===== config.mk =====
export PLATFORM = sky130hd
export DESIGN_NAME = write_data_pipe
export DESIGN_NICKNAME = d
export VERILOG_FILES = /design/src/rtl/write_pipe_pkg.sv /design/src/rtl/write_pipe_stage.sv /design/src/rtl/write_data_pipe.sv
export SDC_FILE = /design/constraint.sdc
export NUM_CORES = 1
export LEC_CHECK = 0
export CAP_MARGIN = 20
export CORE_MARGIN = 2
export CORE_UTILIZATION = 45
export DETAILED_ROUTE_END_ITERATION = 12
export GPL_ROUTABILITY_DRIVEN = 0
export PLACE_DENSITY = 0.79
export RECOVER_POWER = 25
export SYNTH_ARGS = -nofsm -noshare
export SYNTH_HDL_FRONTEND = slang
export SYNTH_SLANG_ARGS = --single-unit
export TNS_END_PERCENT = 100

===== constraint.sdc =====
create_clock -name sys_clk -period 2.9 [get_ports sys_clk]
set_input_delay 0.29 -clock sys_clk [delete_from_list [all_inputs] [get_ports sys_clk]]
set_output_delay 0.29 -clock sys_clk [all_outputs]
set_load 0.01 [all_outputs]

===== src/rtl/write_pipe_pkg.sv =====
// Shared definitions for the NMC write-data staging pipeline.
// Optional build macro: WRITE_PIPE_PARITY_EN (per-stage even-parity tracking).
package write_pipe_pkg;

  // Default geometry of the write-data pipe.
  localparam int WP_WIDTH  = 32;
  localparam int WP_DEPTH  = 4;

  // Widest data word the parity helper covers; narrower words are zero-extended,
  // which leaves the parity unchanged.
  localparam int PAR_MAX_W = 1024;

  // Even-parity bit: the value that makes data plus this bit hold an even number of ones.
  function automatic logic even_parity(input logic [PAR_MAX_W-1:0] i_word);
    return ^i_word;
  endfunction

endpackage


===== src/rtl/write_pipe_stage.sv =====
// One stage of the write-data pipe: a valid flag plus a data word that only
// loads on a transfer into the stage.
// Optional build macro: WRITE_PIPE_PARITY_EN adds a stored parity bit.
module write_pipe_stage #(
  parameter int WIDTH = 32
) (
  input  logic             i_clk,
  input  logic             i_rst,
  input  logic             i_en,
  input  logic             i_clr,
  input  logic             i_load,
  input  logic             i_adv,
  input  logic [WIDTH-1:0] i_data,
`ifdef WRITE_PIPE_PARITY_EN
  input  logic             i_par,
  output logic             o_par,
`endif
  output logic             o_valid,
  output logic [WIDTH-1:0] o_data
);

  logic             r_valid;
  logic [WIDTH-1:0] r_data;
`ifdef WRITE_PIPE_PARITY_EN
  logic             r_par;
`endif

  // Valid flag: clear wins, then a refill, then an outbound move empties the slot.
  always_ff @(posedge i_clk) begin
    if (i_rst) begin
      r_valid <= 1'b0;
    end else if (i_en) begin
      if (i_clr) begin
        r_valid <= 1'b0;
      end else if (i_load) begin
        r_valid <= 1'b1;
      end else if (i_adv) begin
        r_valid <= 1'b0;
      end else begin
        r_valid <= r_valid;
      end
    end else begin
      r_valid <= r_valid;
    end
  end

  // Payload only changes when a word is transferred into this stage.
  always_ff @(posedge i_clk) begin
    if (i_rst) begin
      r_data <= {WIDTH{1'b0}};
`ifdef WRITE_PIPE_PARITY_EN
      r_par  <= 1'b0;
`endif
    end else if (i_en && i_load) begin
      r_data <= i_data;
`ifdef WRITE_PIPE_PARITY_EN
      r_par  <= i_par;
`endif
    end else begin
      r_data <= r_data;
`ifdef WRITE_PIPE_PARITY_EN
      r_par  <= r_par;
`endif
    end
  end

  assign o_valid = r_valid;
  assign o_data  = r_data;
`ifdef WRITE_PIPE_PARITY_EN
  assign o_par   = r_par;
`endif

endmodule


===== src/rtl/write_data_pipe.sv =====
// Elastic write-data pipeline: DEPTH stages with bubble collapsing, global hold,
// flush and a registered occupancy counter.
// Optional build macro: WRITE_PIPE_PARITY_EN enables per-word parity and a
// sticky par_err flag; without it par_err is constant 0.
module write_data_pipe
  import write_pipe_pkg::*;
#(
  parameter  int WIDTH = WP_WIDTH,
  parameter  int DEPTH = WP_DEPTH,
  localparam int CNT_W = $clog2(DEPTH + 1)
) (
  input  logic             sys_clk,
  input  logic             rst,
  input  logic             sys_en,
  input  logic             flush,
  input  logic             in_valid,
  input  logic [WIDTH-1:0] in_data,
  output logic             in_ready,
  output logic             out_valid,
  output logic [WIDTH-1:0] out_data,
  input  logic             out_ready,
  output logic [CNT_W-1:0] occupancy,
  output logic             par_err
);

  logic [DEPTH-1:0] w_valid;
  logic [DEPTH-1:0] w_adv;
  logic [DEPTH-1:0] w_load;
  logic [WIDTH-1:0] w_data [DEPTH];
  logic             w_accept;
  logic             w_deliver;
  logic [CNT_W-1:0] r_occ;
`ifdef WRITE_PIPE_PARITY_EN
  logic [DEPTH-1:0] w_par;
  logic             r_par_err;
`endif

  // Ready/advance chain walks from the output stage back to the input stage so a
  // stalled output still lets upstream words slide into empty slots.
  always_comb begin : adv_chain
    logic v_adv_dn;
    v_adv_dn         = w_valid[DEPTH-1] & out_ready & sys_en;
    w_adv            = {DEPTH{1'b0}};
    w_adv[DEPTH-1]   = v_adv_dn;
    for (int i = DEPTH - 2; i >= 0; i--) begin
      v_adv_dn = w_valid[i] & (~w_valid[i+1] | v_adv_dn) & sys_en;
      w_adv[i] = v_adv_dn;
    end
  end

  assign in_ready  = sys_en & ~flush & ~rst & (~w_valid[0] | w_adv[0]);
  assign w_accept  = in_valid & in_ready;
  assign out_valid = w_valid[DEPTH-1] & sys_en;
  assign out_data  = w_data[DEPTH-1];
  assign w_deliver = out_valid & out_ready;

  // Each stage refills from its upstream neighbour when that neighbour advances.
  always_comb begin
    w_load    = {DEPTH{1'b0}};
    w_load[0] = w_accept;
    for (int i = 1; i < DEPTH; i++) begin
      w_load[i] = w_adv[i-1];
    end
  end

  for (genvar g = 0; g < DEPTH; g++) begin : g_stage
    logic [WIDTH-1:0] w_d_in;
`ifdef WRITE_PIPE_PARITY_EN
    logic             w_p_in;
`endif
    if (g == 0) begin : g_head
      assign w_d_in = in_data;
`ifdef WRITE_PIPE_PARITY_EN
      assign w_p_in = even_parity(PAR_MAX_W'(in_data));
`endif
    end else begin : g_body
      assign w_d_in = w_data[g-1];
`ifdef WRITE_PIPE_PARITY_EN
      assign w_p_in = w_par[g-1];
`endif
    end

    write_pipe_stage #(
      .WIDTH (WIDTH)
    ) u_stage (
      .i_clk   (sys_clk),
      .i_rst   (rst),
      .i_en    (sys_en),
      .i_clr   (flush),
      .i_load  (w_load[g]),
      .i_adv   (w_adv[g]),
      .i_data  (w_d_in),
`ifdef WRITE_PIPE_PARITY_EN
      .i_par   (w_p_in),
      .o_par   (w_par[g]),
`endif
      .o_valid (w_valid[g]),
      .o_data  (w_data[g])
    );
  end

  // Occupancy tracks accepts minus deliveries; flush empties the pipe outright.
  always_ff @(posedge sys_clk) begin
    if (rst) begin
      r_occ <= {CNT_W{1'b0}};
    end else if (sys_en) begin
      if (flush) begin
        r_occ <= {CNT_W{1'b0}};
      end else if (w_accept && !w_deliver) begin
        r_occ <= r_occ + CNT_W'(1);
      end else if (!w_accept && w_deliver) begin
        r_occ <= r_occ - CNT_W'(1);
      end else begin
        r_occ <= r_occ;
      end
    end else begin
      r_occ <= r_occ;
    end
  end

  assign occupancy = r_occ;

`ifdef WRITE_PIPE_PARITY_EN
  // Sticky parity alarm: re-check every delivered word; only reset clears it.
  always_ff @(posedge sys_clk) begin
    if (rst) begin
      r_par_err <= 1'b0;
    end else if (w_deliver && (even_parity(PAR_MAX_W'(out_data)) != w_par[DEPTH-1])) begin
      r_par_err <= 1'b1;
    end else begin
      r_par_err <= r_par_err;
    end
  end

  assign par_err = r_par_err;
`else
  assign par_err = 1'b0;
`endif

endmodule


Word level (Yosys, flattened, before mapping):

Cells that the tools add are included.

* flip-flop bits (word level): 135
* latch bits: 0
* bits in writable memories: 0
* memory bits (read-only): 0
* word-level logic and storage cells: 68
* memories: 0

* add/sub/neg operators: 2
* multipliers: 0
* div/mod/pow operators: 0
* magnitude comparators: 0
* equality and inequality tests: 0
* shifts and indexed selects: 0
* mux-type cells: 15
* bitwise operators: 24
* reductions and logical operators: 18

Operators with widths (count)
* nonzero test 3 bit: 5
* bitwise AND 1 bit: 14
* two-way mux 1 bit: 12
* AND reduction 2 bit: 5
* two-way mux 3 bit: 3
* logical AND 1 bit: 6
* NOT 1 bit: 6
* bitwise OR 1 bit: 4
* adder 3 x 1 -> 3 bit (second input constant): 1
* subtractor 3 x 1 -> 3 bit (second input constant): 1
* zero test 1 bit: 2

Longest topological paths before layout:

* depth in word-level cells: 19
* mapped depth: 10

Modules after synthesis:

From an unflattened synthesis, not the netlist that was laid out.

* cells, all modules: 649
* area, all modules: 6219.7 µm²

Modules (own cells, without submodules)
* write_pipe_stage: times used 4, cells an instance 151, area each 1472.7 µm², seq. area each 660.6 µm²
* write_data_pipe: times used 1, cells an instance 45, area each 329.1 µm², seq. area each 60.1 µm²

Worst setup path before layout:

No wires, ideal clock.

* path type: reg2reg
* start point: register g_stage[2].u_stage.r_valid
* end point: register r_occ[1], in the netlist occupancy[1]
* arrival time: 1965 ps
* path slack: 815 ps
* cell stages (with the launch flop): 8
* buffers on the path: 1
* period minus slack after synthesis: 2085 ps
* cell sequence: dfxtp_1 -> nand4b_2 -> o21ai_2 -> clkbuf_1 -> a21oi_1 -> fa_1 -> nor3_1 -> a211o_1

* word-level cells in the longest chain between the ends: 15
* elaborated cells between the ends (all ways): 19
* classes of those cells: 2 x mux; 12 x bitwise; 5 x reduce/logical

Ends and longest elaborated chain
* from (decl): line write_pipe_stage.sv:22 `logic r_valid;`
* from (signal assigned): line write_pipe_stage.sv:40 `r_valid <= r_valid;`
* from (signal assigned): line write_pipe_stage.sv:43 `r_valid <= r_valid;`
* bitwise AND 1 bit (2 in series): line write_data_pipe.sv:46 `v_adv_dn = w_valid[i] & (~w_valid[i+1] | v_adv_dn) & sys_en;`
* bitwise OR 1 bit *: line write_data_pipe.sv:46
* bitwise AND 1 bit * (2 in series): line write_data_pipe.sv:46
* bitwise OR 1 bit *: line write_data_pipe.sv:46
* bitwise AND 1 bit * (2 in series): line write_data_pipe.sv:46
* bitwise OR 1 bit *: line write_data_pipe.sv:51 `assign in_ready = sys_en & ~flush & ~rst & (~w_valid[0] | w_adv[0]);`
* bitwise AND 1 bit *: line write_data_pipe.sv:51
* bitwise AND 1 bit *: line write_data_pipe.sv:52 `assign w_accept = in_valid & in_ready;`
* zero test 1 bit: line write_data_pipe.sv:111 `end else if (!w_accept && w_deliver) begin`
* logical AND 1 bit: line write_data_pipe.sv:111
* nonzero test 3 bit (no line)
* AND reduction 2 bit (no line)
* to (signal assigned): line write_data_pipe.sv:110 `r_occ <= r_occ + CNT_W'(1);`
* to (signal assigned): line write_data_pipe.sv:112 `r_occ <= r_occ - CNT_W'(1);`
* to (signal assigned): line write_data_pipe.sv:114 `r_occ <= r_occ;`
* to (decl): line write_data_pipe.sv:32 `logic [CNT_W-1:0] r_occ;`

Every way passes the cells marked *; elsewhere a longest branch is shown, timed or not.
A chain may end at the register's enable or synchronous reset.

Worst setup path after layout:

* start point: input sys_en
* end point: output in_ready

* word-level cells in the longest chain between the ends: 12
* elaborated cells between the ends (all ways): 14
* classes of those cells: 14 x bitwise

Ends and longest elaborated chain
* from (decl): line write_data_pipe.sv:14 `input logic sys_en,`
* bitwise AND 1 bit: line write_data_pipe.sv:42 `v_adv_dn = w_valid[DEPTH-1] & out_ready & sys_en;`
* bitwise OR 1 bit: line write_data_pipe.sv:46
* bitwise AND 1 bit (2 in series): line write_data_pipe.sv:46
* bitwise OR 1 bit: line write_data_pipe.sv:46
* bitwise AND 1 bit (2 in series): line write_data_pipe.sv:46
* bitwise OR 1 bit: line write_data_pipe.sv:46
* bitwise AND 1 bit (2 in series): line write_data_pipe.sv:46
* bitwise OR 1 bit: line write_data_pipe.sv:51
* bitwise AND 1 bit *: line write_data_pipe.sv:51
* to (decl): line write_data_pipe.sv:18 `output logic in_ready,`

Marks and branches as above.

==> results.tsv <==
metric	value	unit
status	finished clean	
Area Growth Syn to Fin	29.33	%
critical path required time	2.61	ns
IR drop worst, VDD	0.3677	mV
Ant. Diodes	0	
clock buffer depth	2	
Syn Area/Cell	7.843	sq um
total clock buffers created by CTS	17	
Post-synth EDFFs	0	
worst reg-to-reg setup slack	0.57	ns
Synth cell types	32	
DR vias	4172	
# placed instances	792	
Setup crit end kind	primary output	
period utilization	0.8845	
# rows	37	
WS Path Type	primary input to primary output	
Cell Count, Final, Fillers Out	825	
Initial Util	0.4661	
Total GRT Usage	0.1910	
ys flop type	dfxtp_1	
Worst-Margin Slew	1.475	ns
Die Y	107.9	um
Clock Skews	0.009507	ns
CTS clock-pin slew for the worst setup and hold paths	0.06	ns
Synth Register Bits	135	
post-synthesis sequential area ratio	0.5567	
final slew viol count	0	
final WL	10690	um
Yosys top cell by area	dfxtp_1	
register area	0.002703	sq mm
CORE AREA	0.01042	sq mm
Post-Syn Instances	619	
worst r2r dst	g_stage[1].u_stage.o_data[8]	
leakage	0.002191	uW
CP Launch Point	sys_en	
hold_buf cts	0	
Detail Route Antenna Nets	0	
main area contributors after synthesis	dfxtp_1 56%, nand2_1 20%, a21oi_1 14%	
M1 WL	4721	um
FF-to-FF Start	g_stage[1].u_stage.o_valid	
asr flop ratio synth	0	
most common cell after layout, fill and taps aside	nand2_1	
Filler cells	893	
CTS tree	yes	
crit path launch type	primary input	
# resized after CTS	0	
Area after DPL	0.005634	sq mm
cell area after layout	0.006279	sq mm
share of cells above drive strength 1	0.06241	
largest net degree at the start of global routing	79	
multi-input logic area	0.001944	sq mm
final hold violations	0	
DR DRC count	0	
WL met3	552	um
first-pass GRT wire length	17710	um
Pwr per Cell Area	680.4	mW/mm^2
clk_lat worst skew	0.51	ns
commonest cells after routing, fill and taps aside	256 x nand2_1, 135 x dfxtp_1, 131 x a21oi_1, 50 x clkdlybuf4s50_1, 23 x dlygate4sd3_1	
number of buffers added on ports	74	
vias in the first global route	3964	
full die area	0.01163	sq mm
Worst Reg-to-Reg Cells	5	
initial antenna violation count	0	
post-synth net total	658	
fin crit period	2.565	ns
hold_sp	rst	
setup violators final	0	
Place WS	0.3498	ns
setup TNS	0	ns
hpwl dp	6637	um
total power	4272	uW
CP Data Arrival Time	2.28	ns
Die Width	107.9	um
met2 wire length	5328	um
setup bufs post-CTS	0	
wire length per cell	12.96	um
Clk Tree Root Cell	clkbuf_8	
H-tree Lvls	4	
hold depth	3	
Synth Warn #	0	
1st-iter DRT viols	282	
mapped cell area	0.004855	sq mm
Layout Nets	715	
CP Max Fanout	19	
min-delay worst type	primary input to flop	
DR vias/cell	5.057	
hold endpoint	occupancy[2]	
highest metal used	met4	
slew margin rel.	0.01699	
Pre-Repair DR Iteration Count	5	
Yosys top cell area share	0.5567	
Sink Count	135	
max-capacitance violation count	0	
total gr overflow	0	
Final WS setup	0.3350	ns
RSZ-0062 raised after global routing	false	
Top-Level Pins	76	
fmax	389.9	MHz
logic make-up (layout without fill, tap and decap cells):
logic type      count (synthesis)  in the layout  share of synthesized area
compound gates                150            150                     0.1662
xor+xnor                        1              1                   0.001804
fa+ha+maj                       1              1                   0.004124
buf+inv                        50            120                    0.04278
flops                         135            135                     0.5567
other cells                     1              1                  0.0007725
simple gates                  281            281                     0.2276
power breakdown:
| part | leakage (uW) | internal, uW | switching [uW] | total, uW |
|---|---|---|---|---|
| combinational | 0.000790 | 66.7 | 78.8 | 146 |
| clock | 0.000312 | 1510 | 741 | 2250 |
| sequential | 0.00109 | 1870 | 6.77 | 1870 |
| total | 0.00219 | 3450 | 827 | 4270 |
metrics by stage:
step                  util  hold WS [ns]
floorplan                -        0.4260
global placement    0.5409        0.4383
detailed placement  0.5409        0.4430
CTS                 0.6017        0.1016
global route        0.6028        0.1340
finish              0.6028        0.1171
state kept, by name (all words and copies together) (netlist names):
name                     flops
occupancy                    3
g_stage.u_stage.o_data     128
g_stage.u_stage.o_valid      4
how the worst max path moves through the flow:
stage,end,cells past startpoint,slack [ns]
after global routing,in_ready,5,0.18
after floorplan,occupancy[1],7,0.82
final,in_ready,5,0.33
after CTS,in_ready,5,0.39
after detailed placement,g_stage[0].u_stage.o_data[16],6,0.35
after global placement,in_ready,5,0.45
critical path: stages:
cell and delay, ns:
dlygate4sd3_1 0.88, nor2b_1 0.34, nand2b_1 0.11, nor2_1 0.11
clkdlybuf4s50_1 0.54
metal layers:
| layer | vias to the layer above | global-route usage |
|---|---|---|
| met3 | 10 | 0.04782 |
| met1 | 1933 | 0.2262 |
| met2 | 106 | 0.3369 |
| met4 | 0 | 0.06227 |
| met5 | - | 0 |
| li1 | 2123 | - |
Yosys cell counts (all sizes together) (2+ instances only):
cell and count:
a21o 2, a21oi 131, a22oi 4, and3 2, buf 14, clkbuf 31, dfxtp 135, inv 5
nand2 256, nand2b 4, nand3 3, nor2 8, nor3 3, o211a 2, o211ai 2, o21ai 4
cell type report:
| class | count | share of cell area |
|---|---|---|
| sequential | 135 | 0.4305 |
| tap | 136 | 0.02710 |
| inverter | 5 | 0.002989 |
| timing repair buffer | 83 | 0.1289 |
| clock buffer | 25 | 0.07872 |
| multi-input combinational | 434 | 0.3097 |
| clock inverter | 7 | 0.02212 |
(Power assumes the default switching activity.)
